`src/rtl/bvh_fetch_arbiter_if.sv`:
```
// Requester/memory bus of the BVH fetch arbiter: request/grant/response lanes plus the shared read port.
interface bvh_fetch_arbiter_if #(
   parameter int NUM_REQ = 2,
   parameter int ADDR_W  = 16,
   parameter int DATA_W  = 256
);
   logic [NUM_REQ-1:0]        req;
   logic [NUM_REQ-1:0]        req_lock;
   logic [NUM_REQ*ADDR_W-1:0] req_addr;
   logic [NUM_REQ-1:0]        gnt;
   logic                      mem_rd_en;
   logic [ADDR_W-1:0]         mem_addr;
   logic [DATA_W-1:0]         mem_rd_data;
   logic [NUM_REQ-1:0]        rsp_valid;
   logic [DATA_W-1:0]         rsp_data;

   modport slave (
      input  req, req_lock, req_addr, mem_rd_data,
      output gnt, mem_rd_en, mem_addr, rsp_valid, rsp_data
   );

   modport master (
      output req, req_lock, req_addr, mem_rd_data,
      input  gnt, mem_rd_en, mem_addr, rsp_valid, rsp_data
   );
endinterface

```
`src/rtl/bvh_fetch_arbiter.sv`:
```
// Round-robin arbiter sharing one BVH memory read port, with bounded burst locking and a
// one-hot tag pipeline that routes each read's data back to the requester that issued it.
module bvh_fetch_arbiter #(
   parameter int NUM_REQ     = 2,
   parameter int ADDR_W      = 16,
   parameter int DATA_W      = 256,
   parameter int MEM_LATENCY = 2,
   parameter int BURST_MAX   = 8
) (
   input  logic                 clk,
   input  logic                 resetn,
   bvh_fetch_arbiter_if.slave   bus,
   output logic                 busy
);
   localparam int IDX_W = $clog2(NUM_REQ);
   localparam int CNT_W = $clog2(BURST_MAX + 1);
   localparam logic [DATA_W-1:0] DATA_ZERO = '0;

   typedef enum logic {ARB_IDLE, ARB_LOCKED} state_t;

   state_t                           state_reg;
   logic [IDX_W-1:0]                 rr_reg;
   logic [IDX_W-1:0]                 owner_reg;
   logic [CNT_W-1:0]                 burst_cnt_reg;
   logic [MEM_LATENCY:0][NUM_REQ-1:0] tag_reg;

   logic [NUM_REQ-1:0] gnt_comb;
   logic [IDX_W-1:0]   gnt_idx;
   logic               gnt_any;
   logic               found;
   logic               burst_done;
   int                 cand;

   function automatic logic [IDX_W-1:0] next_idx(input logic [IDX_W-1:0] i);
      if (i == IDX_W'(NUM_REQ - 1))
         return '0;
      return i + 1'b1;
   endfunction

   // Locked: only the owner may win; idle: first active requester from rr upward.
   always_comb begin
      gnt_comb = '0;
      gnt_idx  = '0;
      found    = 1'b0;
      cand     = 0;
      if (resetn) begin
         if (state_reg == ARB_LOCKED) begin
            gnt_comb[owner_reg] = bus.req[owner_reg];
            gnt_idx             = owner_reg;
         end else begin
            for (int k = 0; k < NUM_REQ; k++) begin
               cand = (int'(rr_reg) + k) % NUM_REQ;
               if (!found && bus.req[cand]) begin
                  found   = 1'b1;
                  gnt_idx = IDX_W'(cand);
               end
            end
            if (found)
               gnt_comb[gnt_idx] = 1'b1;
         end
      end
   end

   assign gnt_any    = |gnt_comb;
   assign burst_done = gnt_any && (burst_cnt_reg == CNT_W'(BURST_MAX - 1));
   assign bus.gnt    = gnt_comb;

   always_ff @(posedge clk or negedge resetn) begin
      if (!resetn) begin
         state_reg     <= ARB_IDLE;
         rr_reg        <= '0;
         owner_reg     <= '0;
         burst_cnt_reg <= '0;
      end else begin
         case (state_reg)
            ARB_IDLE: begin
               if (gnt_any) begin
                  rr_reg <= next_idx(gnt_idx);
                  if (BURST_MAX > 1 && bus.req_lock[gnt_idx]) begin
                     owner_reg     <= gnt_idx;
                     burst_cnt_reg <= CNT_W'(1);
                     state_reg     <= ARB_LOCKED;
                  end
               end
            end
            ARB_LOCKED: begin
               if (gnt_any)
                  burst_cnt_reg <= burst_cnt_reg + 1'b1;
               // A grant in the releasing cycle still issues; rr then favours the next requester.
               if (!bus.req_lock[owner_reg] || burst_done) begin
                  state_reg     <= ARB_IDLE;
                  rr_reg        <= next_idx(owner_reg);
                  burst_cnt_reg <= '0;
               end
            end
            default: state_reg <= ARB_IDLE;
         endcase
      end
   end

   always_ff @(posedge clk or negedge resetn) begin
      if (!resetn) begin
         bus.mem_rd_en <= 1'b0;
         bus.mem_addr  <= '0;
      end else begin
         bus.mem_rd_en <= gnt_any;
         if (gnt_any)
            bus.mem_addr <= bus.req_addr[gnt_idx*ADDR_W +: ADDR_W];
      end
   end

   // Stage 0 lines up with mem_rd_en, the last stage with the returning mem_rd_data.
   always_ff @(posedge clk or negedge resetn) begin
      if (!resetn)
         tag_reg <= '0;
      else
         tag_reg <= {tag_reg[MEM_LATENCY-1:0], gnt_comb};
   end

   always_ff @(posedge clk or negedge resetn) begin
      if (!resetn) begin
         bus.rsp_valid <= '0;
         bus.rsp_data  <= DATA_ZERO;
      end else begin
         bus.rsp_valid <= tag_reg[MEM_LATENCY];
         if (|tag_reg[MEM_LATENCY])
            bus.rsp_data <= bus.mem_rd_data;
      end
   end

   assign busy = (state_reg == ARB_LOCKED) | (|tag_reg) | bus.mem_rd_en;

endmodule

```
`src/flat_wrapper.sv`:
```
// flat-port wrapper written by rule: the top's interface ports become plain ports
module bvh_fetch_arbiter_flat 
#(
   parameter int NUM_REQ     = 2,
   parameter int ADDR_W      = 16,
   parameter int DATA_W      = 256,
   parameter int MEM_LATENCY = 2,
   parameter int BURST_MAX   = 8
)
  (clk, resetn, busy, bus_req, bus_req_lock, bus_req_addr, bus_mem_rd_data, bus_gnt, bus_mem_rd_en, bus_mem_addr, bus_rsp_valid, bus_rsp_data);
  bvh_fetch_arbiter_if #(.NUM_REQ(NUM_REQ), .ADDR_W(ADDR_W), .DATA_W(DATA_W)) bus_i ();
  input  logic clk;
  input  logic resetn;
  output logic busy;
  input wire logic [$bits(bus_i.req)-1:0] bus_req;
  input wire logic [$bits(bus_i.req_lock)-1:0] bus_req_lock;
  input wire logic [$bits(bus_i.req_addr)-1:0] bus_req_addr;
  input wire logic [$bits(bus_i.mem_rd_data)-1:0] bus_mem_rd_data;
  output wire logic [$bits(bus_i.gnt)-1:0] bus_gnt;
  output wire logic [$bits(bus_i.mem_rd_en)-1:0] bus_mem_rd_en;
  output wire logic [$bits(bus_i.mem_addr)-1:0] bus_mem_addr;
  output wire logic [$bits(bus_i.rsp_valid)-1:0] bus_rsp_valid;
  output wire logic [$bits(bus_i.rsp_data)-1:0] bus_rsp_data;
  assign bus_i.req = bus_req;
  assign bus_i.req_lock = bus_req_lock;
  assign bus_i.req_addr = bus_req_addr;
  assign bus_i.mem_rd_data = bus_mem_rd_data;
  assign bus_gnt = bus_i.gnt;
  assign bus_mem_rd_en = bus_i.mem_rd_en;
  assign bus_mem_addr = bus_i.mem_addr;
  assign bus_rsp_valid = bus_i.rsp_valid;
  assign bus_rsp_data = bus_i.rsp_data;
  bvh_fetch_arbiter #(.NUM_REQ(NUM_REQ), .ADDR_W(ADDR_W), .DATA_W(DATA_W), .MEM_LATENCY(MEM_LATENCY), .BURST_MAX(BURST_MAX)) u_core (.clk(clk), .resetn(resetn), .bus(bus_i), .busy(busy));
endmodule
```
`config.mk`:
```
export PLATFORM = sky130hd
export DESIGN_NAME = bvh_fetch_arbiter_flat
export DESIGN_NICKNAME = d
export VERILOG_FILES = /design/src/rtl/bvh_fetch_arbiter_if.sv /design/src/rtl/bvh_fetch_arbiter.sv /design/src/flat_wrapper.sv
export SDC_FILE = /design/constraint.sdc
export NUM_CORES = 1
export LEC_CHECK = 0
export CORE_AREA = 5 5 221 223
export DETAILED_ROUTE_END_ITERATION = 10
export DIE_AREA = 0 0 226 228
export GPL_TIMING_DRIVEN = 1
export MAX_ROUTING_LAYER = met4
export PLACE_DENSITY = 0.5
export SYNTH_ARGS = -nofsm -noshare
export SYNTH_HDL_FRONTEND = slang
export SYNTH_SLANG_ARGS = --single-unit
```
`constraint.sdc`:
```
create_clock -name clk -period 4.2 [get_ports clk]
set_input_delay 0.63 -clock clk [delete_from_list [all_inputs] [get_ports clk]]
set_output_delay 0.63 -clock clk [all_outputs]
set_load 0.05 [all_outputs]
```
## Yosys cells after proc, flatten, opt, wreduce, memory -nomap -nowiden

Index checks and enable logic that the tools add are counted.

| word-level totals | value |
|---|---|
| bits in registers | 288 |
| input bits | 294 |
| output and inout port bits | 278 |
| logic and storage cells | 98 |

| cells by class | value |
|---|---|
| add/sub/neg operators | 4 |
| order comparisons | 7 |
| equal/unequal tests | 5 |
| shift operators | 1 |
| multiplexer cells | 52 |
| bitwise operators | 5 |
| reductions and logical operators | 13 |

Operators with widths:

| kind | number |
|---|---|
| 1-bit two-way mux | 40 |
| 32-bit by 6-bit indexed part select with 16-bit output | 1 |
| 4-bit two-way mux | 4 |
| 1-bit by 2-bit less-than comparator with 1-bit output (second input constant) | 4 |
| 4-bit one-hot mux with 2 select lines | 1 |
| 2-bit two-way mux | 3 |
| 3-bit AND reduction | 2 |
| 6-bit OR reduction | 1 |
| 4-bit by 1-bit adder with 4-bit output (second input constant) | 1 |
| 4-bit by 3-bit == test with 1-bit output (second input constant) | 1 |
| 1-bit logical AND | 4 |
| 2-bit by 1-bit inequality test with 1-bit output (second input constant) | 2 |
| 1-bit one-hot mux with 2 select lines | 2 |
| 2-bit OR reduction | 2 |
| 1-bit adder (second input constant) | 3 |
| 2-bit by 3-bit less-than comparator with 1-bit output (second input constant) | 1 |
| 3-bit inequality test (second input constant) | 1 |
| 2-bit AND | 1 |
| 1-bit demux with 1-bit select | 2 |
| 1-bit greater-or-equal comparator (second input constant) | 2 |
| 1-bit zero test | 2 |
| 2-bit inequality test (second input constant) | 1 |
| 1-bit bitwise OR | 2 |
| 2-bit AND reduction | 1 |
| 3 further kinds | 3 |

## Depth between registers and ports, before layout

Gate-level depths: netlist of the first run.

| depth | value |
|---|---|
| depth after elaboration | 25 |
| gate-level depth with buffers | 7 |

## Worst setup path before layout of the first run

Ideal clock, no wire load.

| path | value |
|---|---|
| path kind | in2out |
| from | input port bus_req[1] |
| to | output port bus_gnt[1] |
| data arrival time | 2113 ps |
| setup slack | 1457 ps |
| stages | 6 |
| cells stage by stage | nor2b_2 -> o21ai_2 -> a21bo_1 -> buf_6 -> buf_12 -> a21oi_1 |

| between the ends | value |
|---|---|
| word-level cells in the longest chain between the ends | 17 |
| elaborated cells on any way between the ends | 28 |
| classes of those cells | order compare: 2; mux: 22; bitwise: 1; reduce/logical: 3 |

Ends and longest elaborated chain:

| what | RTL line | RTL |
|---|---|---|
| from (decl) | flat_wrapper.sv:15 | `input wire logic [$bits(bus_i.req)-1:0] bus_req;` |
| 1-bit two-way mux (not written as such) (2 in a row) | bvh_fetch_arbiter.sv:53 | `if (!found && bus.req[cand]) begin` |
| 1-bit two-way mux | bvh_fetch_arbiter.sv:53 |  |
| 1-bit two-way mux | bvh_fetch_arbiter.sv:47 | `if (state_reg == ARB_LOCKED) begin` |
| 1-bit two-way mux | bvh_fetch_arbiter.sv:46 | `if (resetn) begin` |
| 1-bit zero test | bvh_fetch_arbiter.sv:53 |  |
| 1-bit logical AND | bvh_fetch_arbiter.sv:53 |  |
| 1-bit two-way mux | bvh_fetch_arbiter.sv:53 |  |
| 1-bit two-way mux | bvh_fetch_arbiter.sv:47 |  |
| 1-bit two-way mux | bvh_fetch_arbiter.sv:46 |  |
| 1-bit by 2-bit less-than comparator with 1-bit output (not written as such) / 1-bit greater-or-equal comparator (equally long branches) | bvh_fetch_arbiter.sv:59 | `gnt_comb[gnt_idx] = 1'b1;` |
| 1-bit logical AND (not written as such) | bvh_fetch_arbiter.sv:59 |  |
| 1-bit two-way mux (not written as such) | bvh_fetch_arbiter.sv:59 |  |
| 1-bit demux with 1-bit select | -- |  |
| 2-bit two-way mux | bvh_fetch_arbiter.sv:58 | `if (found)` |
| 2-bit two-way mux (*) | bvh_fetch_arbiter.sv:47 |  |
| 2-bit two-way mux (*) | bvh_fetch_arbiter.sv:46 |  |
| to (decl) | flat_wrapper.sv:19 | `output wire logic [$bits(bus_i.gnt)-1:0] bus_gnt;` |

Every way passes the cells marked *; elsewhere a longest branch is shown, timed or not. The select of a mux whose other input is x is not followed.

## Worst setup path in the final report of the first run

| path | value |
|---|---|
| from | input port resetn |
| to | output port bus_gnt[0] |

| between the ends | value |
|---|---|
| word-level cells in the longest chain between the ends | 1 |

Ends and longest elaborated chain:

| what | RTL line | RTL |
|---|---|---|
| from (decl) | flat_wrapper.sv:13 | `input logic resetn;` |
| 2-bit two-way mux | bvh_fetch_arbiter.sv:46 |  |

Every way passes these cells.

==> reports/metrics.csv, run 1 <==
metric,value,unit
maxCapViolCount,0,
rr_startpoint,u_core.tag_reg[5]$_DFF_PN0_,
cts_tree,yes,
largest_register_ffs,256,
ys_ff_latch,288,
period_share,81.4,%
route.antenna.remaining_nets,0,
outcome,completed,
cellLeakagePower,7.65,nW
grt.total_usage,14.3,%
synth_fa_ha_area_share,0.114,%
yosysMostFrequentCell,dfrtp_1,
wl_met3,2.86,mm
tns,0,ns
antenna_found_initial,1,
synth-simple-area-share,1.67,%
ys_types,35,
synth_area,0.0110,mm²
synth_compound_gate_area_share,2.26,%
area_growth,69.3,%
worstHoldPathCells,0,
synth_fp_nets,978,
drive_above_1_share,25.5,%
synth-xor-area-share,0,%
holdPathEnd,u_core.tag_reg[4]$_DFF_PN0_,
grt_pass1_vias,8643,
netlist_instances,683,
drc,0,
die_y,228,µm
synth_top_cell_by_area,dfrtp_1,
dr_total_vias,7757,
htreeDepth,2,
hold_start,u_core.tag_reg[2]$_DFF_PN0_,
startpoint,resetn,
dp_hpwl,28.1,mm
timing.fmax,0.293,GHz
crit_type,primary input to primary output,
seq_area_frac_synth,65.7,%
rr_worst_depth,4,
rsz0062_at_grt,no,
row_count,79,
rr_endpoint,u_core.bus.rsp_data[119]$_DFFE_PN0P_,
io_pins,572,
min_path_type,flip-flop to flip-flop,
wl_met1,13.9,mm
clk_pin_slew,0.05,ns
die_area,0.0515,mm²
layout.cells.non_filler,1897,
finalSetupViolations,0,
worstPathRequired,3.57,ns
ir_drop,502,µV
top_layer,met4,
hold_viol_final,0,
synth.area.mux_share,28.1,%
cts_buffers,38,
grt_first_pass_wirelength,55.0,mm
clock_sinks,288,
gp_congestion,0.783,
finalCriticalPeriod,3.42,ns
finClkSkew,0.00952,ns
drt-total-wl,37.3,mm
pwr_density_cell,869,mW/mm²
synthTopCellsByCount,"dfrtp_1 (288), mux2_2 (258), buf_2 (27)",
port_buffers,571,
fin_nets,1562,
cts_buffer_depth,3,
start_util,23.6,%
slew_headroom,7.30,%
yosys_warnings,0,
dieWidth,226,µm
firstDrtPassIters,4,
synth_area_per_cell,16.1,µm²
clockRootBuffer,clkbuf_16,
synth.top_cell.area_share,65.7,%
cp-end-kind,primary output,
final_max_slew_viol_count,0,
synth_edf_count,0,
via_per_inst,4.09,
ys_top_cells_by_area,"dfrtp_1 (66%), mux2_2 (27%), mux2i_1 (1.6%)",
critPathLaunchType,primary input,
synth_top_flop_cell,dfrtp_1,
post-place-cells,1833,
grt_start_max_net_pins,180,
cp_max_fo,49,
clk_latency,0.53,ns
synth_top_family_by_area,multiplexers,
fp.coreArea,0.0464,mm²
cp.arrival,2.79,ns
gr-total-overflow,0,
layout.core_utilization,40.0,%
tightest_slew,1.39,ns
ys_async_sr_fraction,100,%
drt-initial-drc-count,287,
met2_length,19.5,mm
wire_per_inst,19.6,µm
rrSetupSlack,1.81,ns
==> stage by stage <==
step | worst slack [ns] | area, µm² | total power [mW] | hold slack (ns)
floorplan | 1.46 | 11000 | 9.90 | 0.334
global placement | 1.19 | 17300 | 13.0 | 0.364
detailed placement | 1.20 | 17300 | 13.1 | 0.369
CTS | 0.736 | 18600 | 16.4 | 0.378
global route | 0.593 | 18600 | 16.8 | 0.399
finish | 0.781 | 18600 | 16.1 | 0.376
==> routing by layer <==
| layer | GRT usage (%) | vias to the layer above |
|---|---|---|
| li1 | - | 3571 |
| met4 | 4.54 | 0 |
| met5 | - | - |
| met3 | 4.26 | 60 |
| met2 | 25.3 | 307 |
| met1 | 15.3 | 3819 |
==> report_power, final <==
group	internal (mW)	switching [mW]
logic	3.09	5.37
clock network	1.98	1.20
registers	3.91	0.576
total	8.99	7.14
==> placed cells by master, fill, tap and decap left out, types with 2 or more instances in the layout <==
cell               n
clkdlybuf4s50_1  569
dfrtp_1          288
mux2_2           258
clkbuf_16         41
nand2_1           23
mux2i_1           18
o21ai_1           17
clkbuf_1           9
clkbuf_8           9
a21oi_1            6
buf_4              6
inv_1              4
nand3_1            3
nand2b_1           3
o21ai_2            2
a21oi_2            2
nor4_1             2
o31ai_1            2
a22oi_1            2
o2bb2ai_1          2
buf_12             2
==> how the worst max path moves through the flow <==
stage	to	slack [ns]
floorplan	bus_gnt[1]	1.46
global placement	bus_gnt[0]	1.19
detailed placement	bus_gnt[0]	1.20
CTS	bus_gnt[0]	0.74
global route	bus_gnt[0]	0.59
finish	bus_gnt[0]	0.78
==> cell families after synthesis <==
logic type | Yosys count
adder cells (fa/ha/maj) | 1
flip-flops | 288
buffers and inverters | 40
multiplexers | 276
AND/OR/NAND/NOR | 39
AO/OA/AOI/OAI | 39
==> timing repair <==
action | CTS | global route
hold endpoints to repair | 15 | 0
setup endpoints to repair | 0 | 0
resized for setup | 0 | 0
hold buffers | 1 | 0
buffers inserted | 0 | 0
==> final cells by class <==
cell class | count | area, µm²
diodes | 1 | 2.50
clock buffers | 59 | 1180
clock inverters | 3 | 46.3
fillers | 4423 | 27800
inverters | 5 | 20.0
multi-input cells | 355 | 3540
flip-flops and latches | 288 | 7210
well taps | 607 | 759
repair buffers | 579 | 5810
==> critical path, stage by stage <==
cell and delay, ns:
dlygate4sd3_1 0.57, buf_8 0.36, nand3_1 0.14, a21oi_1 0.19, clkdlybuf4s50_1 0.84
No activity file was read; power rests on OpenSTA's default activity.
==> run 2: changes to the inputs <==
- CORE_AREA: 5 5 221 223 -> 5 5 223 225
- DIE_AREA: 0 0 226 228 -> 0 0 228 230
- PLACE_DENSITY: 0.5 -> 0.49
- clock period: 4.2 -> 3.35 ns (I/O delays scaled with it)
==> run 2 against run 1 <==
  * Sequential power grew 26%
  * Register-to-register slack lost 0.63 ns
  * Non-clock buffer count grew 1
  * Combinational power grew 26%
  * Clock skew is essentially flat
  * Utilization shrank 1.0 points
  * Sequential share of layout area grew 0.16 points
  * Worst hold slack gained 0.00098 ns
  * Final area shrank 0.41%
  * Largest power group unchanged
==> reports/metrics.csv, run 2 (synthesized netlist as in run 1, its figures left out) <==
metric,value,unit
outcome,completed,
die_area,0.0524,mm²
via_per_inst,4.07,
tightest_slew,1.05,ns
grt.total_usage,14.5,%
final_max_slew_viol_count,0,
worstHoldPathCells,0,
ff_latch_area,0.00721,mm²
hold_start,u_core.tag_reg[0]$_DFF_PN0_,
critPathLaunchType,flip-flop,
fin_nets,1561,
min_path_type,flip-flop to flip-flop,
drt-total-wl,38.4,mm
slew_headroom,29.9,%
largest_register_ffs,256,
drive_above_1_share,25.0,%
period_share,82.2,%
num-fill-cells,4617,
cp_max_fo,14,
layout_common_cells,"clkdlybuf4s50_1 (568), dfrtp_1 (288), mux2_2 (258)",
finalSetupViolations,0,
rsz0062_at_grt,no,
post_cts_buffers,0,
finalCriticalPeriod,2.75,ns
multi_input_area,0.00354,mm²
fp.coreArea,0.0473,mm²
grt_pass1_vias,8540,
die_y,230,µm
dieWidth,228,µm
mostFrequentLayoutCell,clkdlybuf4s50_1,
drt-initial-drc-count,219,
dp_hpwl,29.2,mm
ir_drop,466,µV
rr_endpoint,u_core.rr_reg$_DFFE_PN0P_,
hold_viol_final,0,
gp_congestion,0.789,
rr_worst_depth,6,
design_power_total,20.0,mW
htreeDepth,2,
design_area,0.0185,mm²
clockRootBuffer,clkbuf_16,
worst_slack,0.597,ns
cts_buffers,36,
cp-end-kind,primary output,
timing.fmax,0.363,GHz
route.antenna.remaining_nets,0,
clk_latency,0.52,ns
dr_total_vias,7755,
worstPathRequired,2.85,ns
cp.arrival,2.25,ns
wire_per_inst,20.1,µm
tns,0,ns
cts_buffer_depth,3,
grt_first_pass_wirelength,56.5,mm
dp_worst_setup_slack,0.838,ns
start_util,23.2,%
gr-total-overflow,0,
clk_pin_slew,0.06,ns
crit_type,flip-flop to primary output,
rrSetupSlack,1.18,ns
row_count,80,
maxCapViolCount,0,
firstDrtPassIters,4,
dpl-instance-area,0.0174,mm²
clock_sinks,288,
port_buffers,571,
io_pins,572,
cellLeakagePower,7.61,nW
cts_tree,yes,
antenna_found_initial,1,
pwr_density_cell,1080,mW/mm²
holdPathEnd,u_core.tag_reg[2]$_DFF_PN0_,
area_growth,68.6,%
grt_start_max_net_pins,156,
rr_startpoint,u_core.state_reg$_DFF_PN0_,
finClkSkew,0.00951,ns
drc,0,
-- run 2: cell types whose count changed in the layout (fill, tap and decap cells not counted), sizes merged --
cell           change
clkbuf             -4
buf                +2
bufinv             +2
clkinvlp           -1
clkdlybuf4s50      -1
clkinv             +1
-- run 2: layer usage --
metal  up-vias  track usage [%]  part of all wire (%)
li1       3576                -                     -
met1      3843             15.7                    38
met2       274             25.8                    53
met3        62             3.85                   6.0
met4         0             4.84                   2.7
met5         -                -                     0
-- run 2: critical path: stages (launching register included) --
cell	delay (ns)
dfrtp_1	0.64
nor2_1	0.11
nand3_1	0.11
clkdlybuf4s50_1	0.87
-- run 2: what timing repair did --
action	4_1_cts	5_1_grt
endpoints found under the hold margin	26	0
gates resized for setup	0	0
hold buffers	1	0
-- run 2: cell type report --
| cell class | count | share of cell area, % |
|---|---|---|
| Sequential cell | 288 | 39.0 |
| Multi-Input combinational cell | 355 | 19.1 |
| Inverter | 5 | 0.108 |
| Timing Repair Buffer | 580 | 31.6 |
| Clock inverter | 5 | 0.542 |
| Tap cell | 615 | 4.16 |
| Antenna cell | 1 | 0.0135 |
| Clock buffer | 55 | 5.48 |
-- run 2: power by group --
group / internal, mW / switching (mW)
registers: 4.90 / 0.734
clock network: 2.30 / 1.45
logic: 3.88 / 6.78
total: 11.1 / 8.96
-- run 2: worst max path at each step --
stage                          startpoint    endpoint  slack (ns)  depth (start not counted)
2_1_floorplan                  bus_req[1]  bus_gnt[1]        0.86                          6
3_3_place_gp                   bus_req[1]  bus_gnt[1]        0.85                          6
3_5_place_dp                   bus_req[1]  bus_gnt[1]        0.84                          6
4_1_cts        u_core.state_reg$_DFF_PN0_        busy        0.52                          3
5_1_grt        u_core.state_reg$_DFF_PN0_        busy        0.50                          3
6_report       u_core.state_reg$_DFF_PN0_        busy        0.60                          3
-- run 2: stage by stage --
stage	hold WS, ns	utilization [%]	instances
finish	0.377	39.0	1904
global route	0.401	39.0	1904
CTS	0.380	39.0	1903
detailed placement	0.367	36.7	1842
global placement	0.364	36.7	1842
floorplan	0.207	-	683
==> run 3: changes to the inputs <==
- CORE_AREA: 5 5 223 225 -> 5 5 221 223
- DIE_AREA: 0 0 228 230 -> 0 0 226 228
- PLACE_DENSITY: 0.49 -> 0.51
- clock period: 3.35 -> 2.48 ns (I/O delays scaled with it)
==> run 3 against run 2 <==
  * Die area fell by 1.7%
  * First-iteration DRC count rose by 18%
  * Clock power rose by 51%
  * Combinational power rose by 35%
  * Power rose by 38%
  * Flip-flop and latch count did not move
==> reports/metrics.csv, run 3 (synthesized netlist as in run 1, its figures left out) <==
metric,value,unit
outcome,completed,
clockRootBuffer,clkbuf_16,
grt.total_usage,14.5,%
pwr-share-clk,20.4,%
clk_pin_slew,0.06,ns
largest_register_ffs,256,
cp.arrival,1.89,ns
power_frac_seq,27.5,%
timing.fmax,0.443,GHz
finClkSkew,0.0266,ns
row_count,79,
power.internal,15.5,mW
rr_endpoint,u_core.owner_reg$_DFFE_PN0P_,
rr_startpoint,u_core.state_reg$_DFF_PN0_,
design_power_total,27.6,mW
finalCriticalPeriod,2.26,ns
slew_headroom,51.3,%
min_path_type,primary input to asynchronous set/reset pin,
finalSetupViolations,0,
antenna_found_initial,2,
startpoint,u_core.state_reg$_DFF_PN0_,
cts_buffer_depth,3,
clock_sinks,288,
dpl-instance-area,0.0174,mm²
layout.cells.non_filler,1907,
port_buffers,571,
tns,0,ns
drt-total-wl,37.2,mm
dr_total_vias,7826,
layout.core_utilization,40.4,%
maxCapViolCount,0,
crit_chain,nor2b_2 > o21ai_2 > a21bo_1 > a21oi_2 > buf_12,
combPwrFrac,52.1,%
worst_slack,0.222,ns
cellLeakagePower,7.73,nW
firstDrtPassIters,4,
worstPathRequired,2.11,ns
pwr_density_cell,1480,mW/mm²
die_area,0.0515,mm²
dp_worst_setup_slack,0.225,ns
drive_above_1_share,26.4,%
whs,0.308,ns
io_pins,572,
grt_start_max_net_pins,121,
critPathMaxStageDelay,0.51,ns
cp_max_fo,14,
ir_drop,751,µV
fin_nets,1565,
rrSetupSlack,0.70,ns
drc,0,
critPathLaunchType,flip-flop,
clk_latency,0.54,ns
rr_worst_depth,6,
route.antenna.remaining_nets,0,
mostFrequentLayoutCell,clkdlybuf4s50_1,
crit_type,flip-flop to primary output,
cp_slowest_cell,dfrtp_2,
gp_congestion,0.747,
p_sw_share,44.0,%
period_share,91.1,%
cp-end-kind,primary output,
drt-initial-drc-count,258,
cts_tree,yes,
cts_buffers,36,
dieWidth,226,µm
fp.coreArea,0.0464,mm²
wire_per_inst,19.5,µm
grt_first_pass_wirelength,55.6,mm
p_sw,12.2,mW
grt_pass1_vias,8710,
htreeDepth,2,
final_max_slew_viol_count,0,
tightest_slew,0.731,ns
layout_common_cells,"clkdlybuf4s50_1 (567), dfrtp_1 (287), mux2_2 (258)",
hold_viol_final,0,
dp_hpwl,28.2,mm
die_y,228,µm
rsz0062_at_grt,no,
crit_end,bus_gnt[1],
gr-total-overflow,0,
via_per_inst,4.10,
area_growth,70.7,%
design_area,0.0187,mm²
post-place-cells,1838,
start_util,23.6,%
-- run 3: cell types whose count changed in the layout (fill, tap and decap cells not counted), moves of 2 or more --
cell       before  now
buf_12          4    6
buf_4           6    9
bufinv_16       3    5
clkbuf_1       16    8
clkbuf_8        2   11
inv_6           0    2
-- run 3: critical path, delay by kind of cell, from the launching register on --
family                 cells  cell delay [ns]
DFF                        1             0.51
and+or+nand+nor            1             0.18
buffers and inverters      1             0.17
AOI/OAI and AO/OA          3             0.49
-- run 3: area by class of cell --
class / count / area, µm²
clock inverters: 10 / 186
flip-flops and latches: 288 / 7210
clock buffers: 56 / 1110
diodes: 2 / 5.00
repair buffers: 584 / 5890
inverters: 5 / 20.0
multi-input cells: 355 / 3540
fillers: 4428 / 27600
well taps: 607 / 759
-- run 3: worst min path at each step --
stage	end	depth (start not counted)	slack [ns]	from
after floorplan	u_core.burst_cnt_reg[0]$_DFFE_PN0P_	0	0.08	resetn
after global placement	u_core.burst_cnt_reg[0]$_DFFE_PN0P_	1	0.25	resetn
after detailed placement	u_core.bus.mem_rd_en$_DFF_PN0_	1	0.25	resetn
after CTS	u_core.burst_cnt_reg[0]$_DFFE_PN0P_	2	0.27	resetn
after global routing	u_core.burst_cnt_reg[0]$_DFFE_PN0P_	2	0.28	resetn
final	u_core.burst_cnt_reg[0]$_DFFE_PN0P_	2	0.31	resetn
-- run 3: power by group through the flow --
| stage | clock network, mW | logic (mW) | registers, mW |
|---|---|---|---|
| after CTS | 5.91 | 14.6 | 7.61 |
| after detailed placement | 0 | 14.6 | 7.67 |
| after floorplan | 0 | 2.52 | 14.2 |
| after global placement | 0 | 14.5 | 7.62 |
| final | 5.65 | 14.4 | 7.59 |
| after global routing | 6.08 | 14.9 | 7.86 |
-- run 3: what timing repair did --
item / 4_1_cts / 5_1_grt
gates resized for setup: 1 / 1
setup buffers: 0 / 0
endpoints found under the hold margin: 14 / 0
endpoints found under the setup margin: 1 / 1
hold buffers: 1 / 0
-- run 3: layer usage --
layer | share of wire, % | GRT usage (%) | vias up | wire length, µm
met1 | 36 | 15.2 | 3851 | 13300
met3 | 10 | 5.64 | 55 | 3870
met4 | 2.7 | 4.73 | 0 | 994
met5 | 0 | - | - | 0
met2 | 51 | 24.9 | 335 | 19100
li1 | - | - | 3585 | -
==> RTL change 1, RTL diff (settings of run 1) <==
`ADDR_W` is set to 16 in 3 places; all go to 18.
--- a/src/rtl/bvh_fetch_arbiter_if.sv
+++ b/src/rtl/bvh_fetch_arbiter_if.sv
@@ -1,7 +1,7 @@
 // Requester/memory bus of the BVH fetch arbiter: request/grant/response lanes plus the shared read port.
 interface bvh_fetch_arbiter_if #(
    parameter int NUM_REQ = 2,
-   parameter int ADDR_W  = 16,
+   parameter int ADDR_W  = 18,
    parameter int DATA_W  = 256
 );
    logic [NUM_REQ-1:0]        req;
--- a/src/rtl/bvh_fetch_arbiter.sv
+++ b/src/rtl/bvh_fetch_arbiter.sv
@@ -2,7 +2,7 @@
 // one-hot tag pipeline that routes each read's data back to the requester that issued it.
 module bvh_fetch_arbiter #(
    parameter int NUM_REQ     = 2,
-   parameter int ADDR_W      = 16,
+   parameter int ADDR_W      = 18,
    parameter int DATA_W      = 256,
    parameter int MEM_LATENCY = 2,
    parameter int BURST_MAX   = 8
--- a/src/flat_wrapper.sv
+++ b/src/flat_wrapper.sv
@@ -2,7 +2,7 @@
 module bvh_fetch_arbiter_flat 
 #(
    parameter int NUM_REQ     = 2,
-   parameter int ADDR_W      = 16,
+   parameter int ADDR_W      = 18,
    parameter int DATA_W      = 256,
    parameter int MEM_LATENCY = 2,
    parameter int BURST_MAX   = 8
Ports: changed (resized bus_mem_addr and bus_req_addr); port bits go from 572 to 578. No check against the original RTL was run, so the function may have changed too.
==> RTL change 1 against run 1 <==
Routed wire length increased by 1.8%; die area unchanged; synthesized area increased by 0.32%; global-route usage increased by 0.36 points; total power decreased by 1.8%; design area increased by 0.11%; sequential cell count increased by 2; count of clock-buffer cells in the layout decreased by 3; worst setup slack improved by 0.23 ns; clock skew increased by 0.0083 ns; largest cell class unchanged.
==> RTL change 1: results (changes against run 1) <==
Yosys
  – Yosys cell types: 32 (-8.6%)
  – Post-synthesis compound-gate area fraction: 0.0230 (+0.000383)
  – Gate Count Post-Synth: 691 (+1.2%)
  – Post-synth top cells: dfrtp_1, mux2_2, nand2_1
  – Leading cell types by total area after synthesis: dfrtp_1, mux2_2, mux2i_1, buf_2, nand2_1
  – Post-synthesis mux area share: 0.280 (-0.00112)

Final layout
  – Fillers: 4439 (+0.36%)
  – Nets: 1578 (+1.0%)
  – Share of cells above drive strength 1: 0.250 (-0.00524)
  – Multi-input logic area: 0.00354 mm2 (+0.25%)

Global route
  – First-pass GRT wire length: 56.5 mm (+2.7%)
  – Largest net degree at the start of global routing: 160 (-11%)
  – Vias in the first global route: 8877 (+2.7%)
  – Initial antenna violation count: 4 (+3)

Status
  – Status: finished clean

Routing
  – WL final: 38.0 mm (+1.8%)

Place
  – Placed insts: 1846 (+0.71%)
  – RD Place Congestion: 0.739 (-5.6%)
  – Place WS: 1.24 ns (+0.0349 ns)
  – Buffers on Ports: 577 (+1.1%)
  – Post-place instance area: 0.0175 mm2 (+0.77%)

Power
  – P_sw: 7.12 mW (-0.30%)
  – Clock network power: 2.94 mW (-7.5%)
  – Pwr/cell area: 852 mW/mm2 (-2.0%)

CTS
  – Total CTS buffers: 37 (-2.6%)

Timing
  – Headroom to the max-slew limit: 0.198 (+0.125)
==> RTL change 1: routing by layer <==
metal,global-route usage,vias to the layer above,part of all wire
met5,-,-,0
met4,0.0448,0,0.025
met3,0.0656,56,0.12
met2,0.239,385,0.48
met1,0.162,3804,0.37
li1,-,3608,-
==> RTL change 1: worst max path at each step <==
stage | cells past startpoint | slack (ns) | end
finish | 5 | 1.01 | bus_gnt[0]
global route | 5 | 0.89 | bus_gnt[0]
CTS | 5 | 0.98 | bus_gnt[0]
detailed placement | 7 | 1.24 | bus_gnt[1]
global placement | 7 | 1.24 | bus_gnt[1]
floorplan | 5 | 1.49 | bus_gnt[1]
==> RTL change 1: what timing repair did <==
action | CTS | global route
hold buffers | 1 | 0
endpoints found under the hold margin | 19 | 0
setup endpoints to repair | 0 | 0
==> RTL change 1: layout make-up <==
class,instances,share of cell area
sequential,290,0.391
multi-input combinational,359,0.191
antenna,3,0.000404
clock inverter,8,0.00242
timing repair buffer,585,0.316
tap,607,0.0409
clock buffer,56,0.0574
inverter,6,0.00121
==> RTL change 2, RTL diff (config.mk and constraints of run 1) <==
Without the edit above. Make the reset (`resetn`) synchronous in 4 clocked blocks.
--- a/src/rtl/bvh_fetch_arbiter.sv
+++ b/src/rtl/bvh_fetch_arbiter.sv
@@ -65,7 +65,7 @@
    assign burst_done = gnt_any && (burst_cnt_reg == CNT_W'(BURST_MAX - 1));
    assign bus.gnt    = gnt_comb;
 
-   always_ff @(posedge clk or negedge resetn) begin
+   always_ff @(posedge clk) begin
       if (!resetn) begin
          state_reg     <= ARB_IDLE;
          rr_reg        <= '0;
@@ -98,7 +98,7 @@
       end
    end
 
-   always_ff @(posedge clk or negedge resetn) begin
+   always_ff @(posedge clk) begin
       if (!resetn) begin
          bus.mem_rd_en <= 1'b0;
          bus.mem_addr  <= '0;
@@ -110,14 +110,14 @@
    end
 
    // Stage 0 lines up with mem_rd_en, the last stage with the returning mem_rd_data.
-   always_ff @(posedge clk or negedge resetn) begin
+   always_ff @(posedge clk) begin
       if (!resetn)
          tag_reg <= '0;
       else
          tag_reg <= {tag_reg[MEM_LATENCY-1:0], gnt_comb};
    end
 
-   always_ff @(posedge clk or negedge resetn) begin
+   always_ff @(posedge clk) begin
       if (!resetn) begin
          bus.rsp_valid <= '0;
          bus.rsp_data  <= DATA_ZERO;
Behaviour: differs if resetn is asserted again (counterexample within 4 cycles, from zero or initial values and one cycle with resetn low); with resetn held inactive, the same outputs for 4 cycles.
==> RTL change 2 against run 1 <==
Routed wire length increased by 11%; synthesized area decreased by 7.6%; sequential cell count unchanged; worst setup slack improved by 0.037 ns; hold slack improved by 0.071 ns; design area decreased by 5.8%; first-iteration DRC count increased by 78%.
Power is not compared: it rests on default switching activity, and its combinational part moved more than twofold at a synthesized area within 25%.
==> RTL change 2: results (changes against run 1) <==
Min path
  – Endpoint, Worst Hold: u_core.bus.rsp_data[110]
  – Hold Path Depth: 2 (+2)
  – Hold Startpoint: u_core.bus.rsp_data[110]

Timing
  – Setup Skew: 0.0116 ns (+0.00208 ns)
  – Worst Max-Slew Pin Slew: 1.07 ns (-0.325 ns)
  – Final hold slack: 0.448 ns (+0.0712 ns)

Critical path
  – Crit-path max FO: 6 (-88%)
  – Max stage delay on crit path: 0.86 ns (+0.02 ns)
  – Capture point of the worst reg-to-reg path: u_core.bus.mem_addr[12]
  – Setup crit start: bus_req[0]
  – Worst r2r src: u_core.state_reg
  – Reg2Reg Setup Slack: 2.06 ns (+0.25 ns)

Yosys
  – Leading cell types by total area after synthesis: dfxtp_1, nand2_1, a21oi_1, clkbuf_1, mux2i_1
  – FFs w/ async S/R, synth: 0 (-1.00)
  – Yosys cell types: 38 (+8.6%)
  – Post-synth top cells: nand2_1, dfxtp_1, a21oi_1

Final layout
  – Non-clock buffering overhead: 0.336 (+0.0234)
  – Sequential cell count: 288 (unchanged)
  – Clock network area share: 0.0619 (-0.00439)
  – Diode count: 3 (+2)
  – FF/Latch Area: 0.00577 mm2 (-20%)
  – # clk buffers: 53 (-10%)

Routing
  – Metal2 WL: 19.9 mm (+1.7%)
  – DRT iter0 DRCs: 512 (+78%)
  – WL met1: 16.6 mm (+20%)
  – WL/cell: 17.1 um (-13%)
  – Vias: 10200 (+32%)

Global route
  – Largest net degree at the start of global routing: 147 (-18%)
  – First-pass GRT wire length: 61.4 mm (+12%)
  – GRT Total Usage: 0.156 (+0.0130)
  – Initial antenna violation count: 3 (+2)
  – Grt met3 use: 0.0568 (+0.0141)

Place
  – Hpwl dp: 29.5 mm (+5.0%)

Status
  – Status: finished clean

CTS
  – Total CTS buffers: 36 (-5.3%)
[RTL change 2: cell count changes after synthesis, sizes merged, moves of 18 or more]
cell / change
o21ai: -18
dfxtp: +288
nand2: +496
dfrtp: -288
clkbuf: +78
nor2: +24
mux2: -257
a21oi: +252
[RTL change 2: metrics by stage]
stage	cells	power, mW	utilization	instance area (um2)	worst slack, ns
4_1_cts	2426	7.14	0.377	17500	0.807
3_5_place_dp	2367	4.20	0.354	16400	0.820
3_3_place_gp	2367	4.19	0.354	16400	0.830
6_report	2429	7.00	0.377	17500	0.819
2_1_floorplan	1271	3.60	-	10100	1.59
5_1_grt	2429	7.32	0.377	17500	0.681
[RTL change 2: logic make-up (layout without fill, tap and decap cells)]
group,after synthesis,count (layout),share of synthesized area
flip-flops,288,288,0.569
AND/OR/NAND/NOR,572,572,0.219
multiplexers,20,20,0.0199
adder cells (fa/ha/maj),1,1,0.00123
AO/OA/AOI/OAI,289,289,0.150
other,0,3,0
buffers and inverters,101,649,0.0404
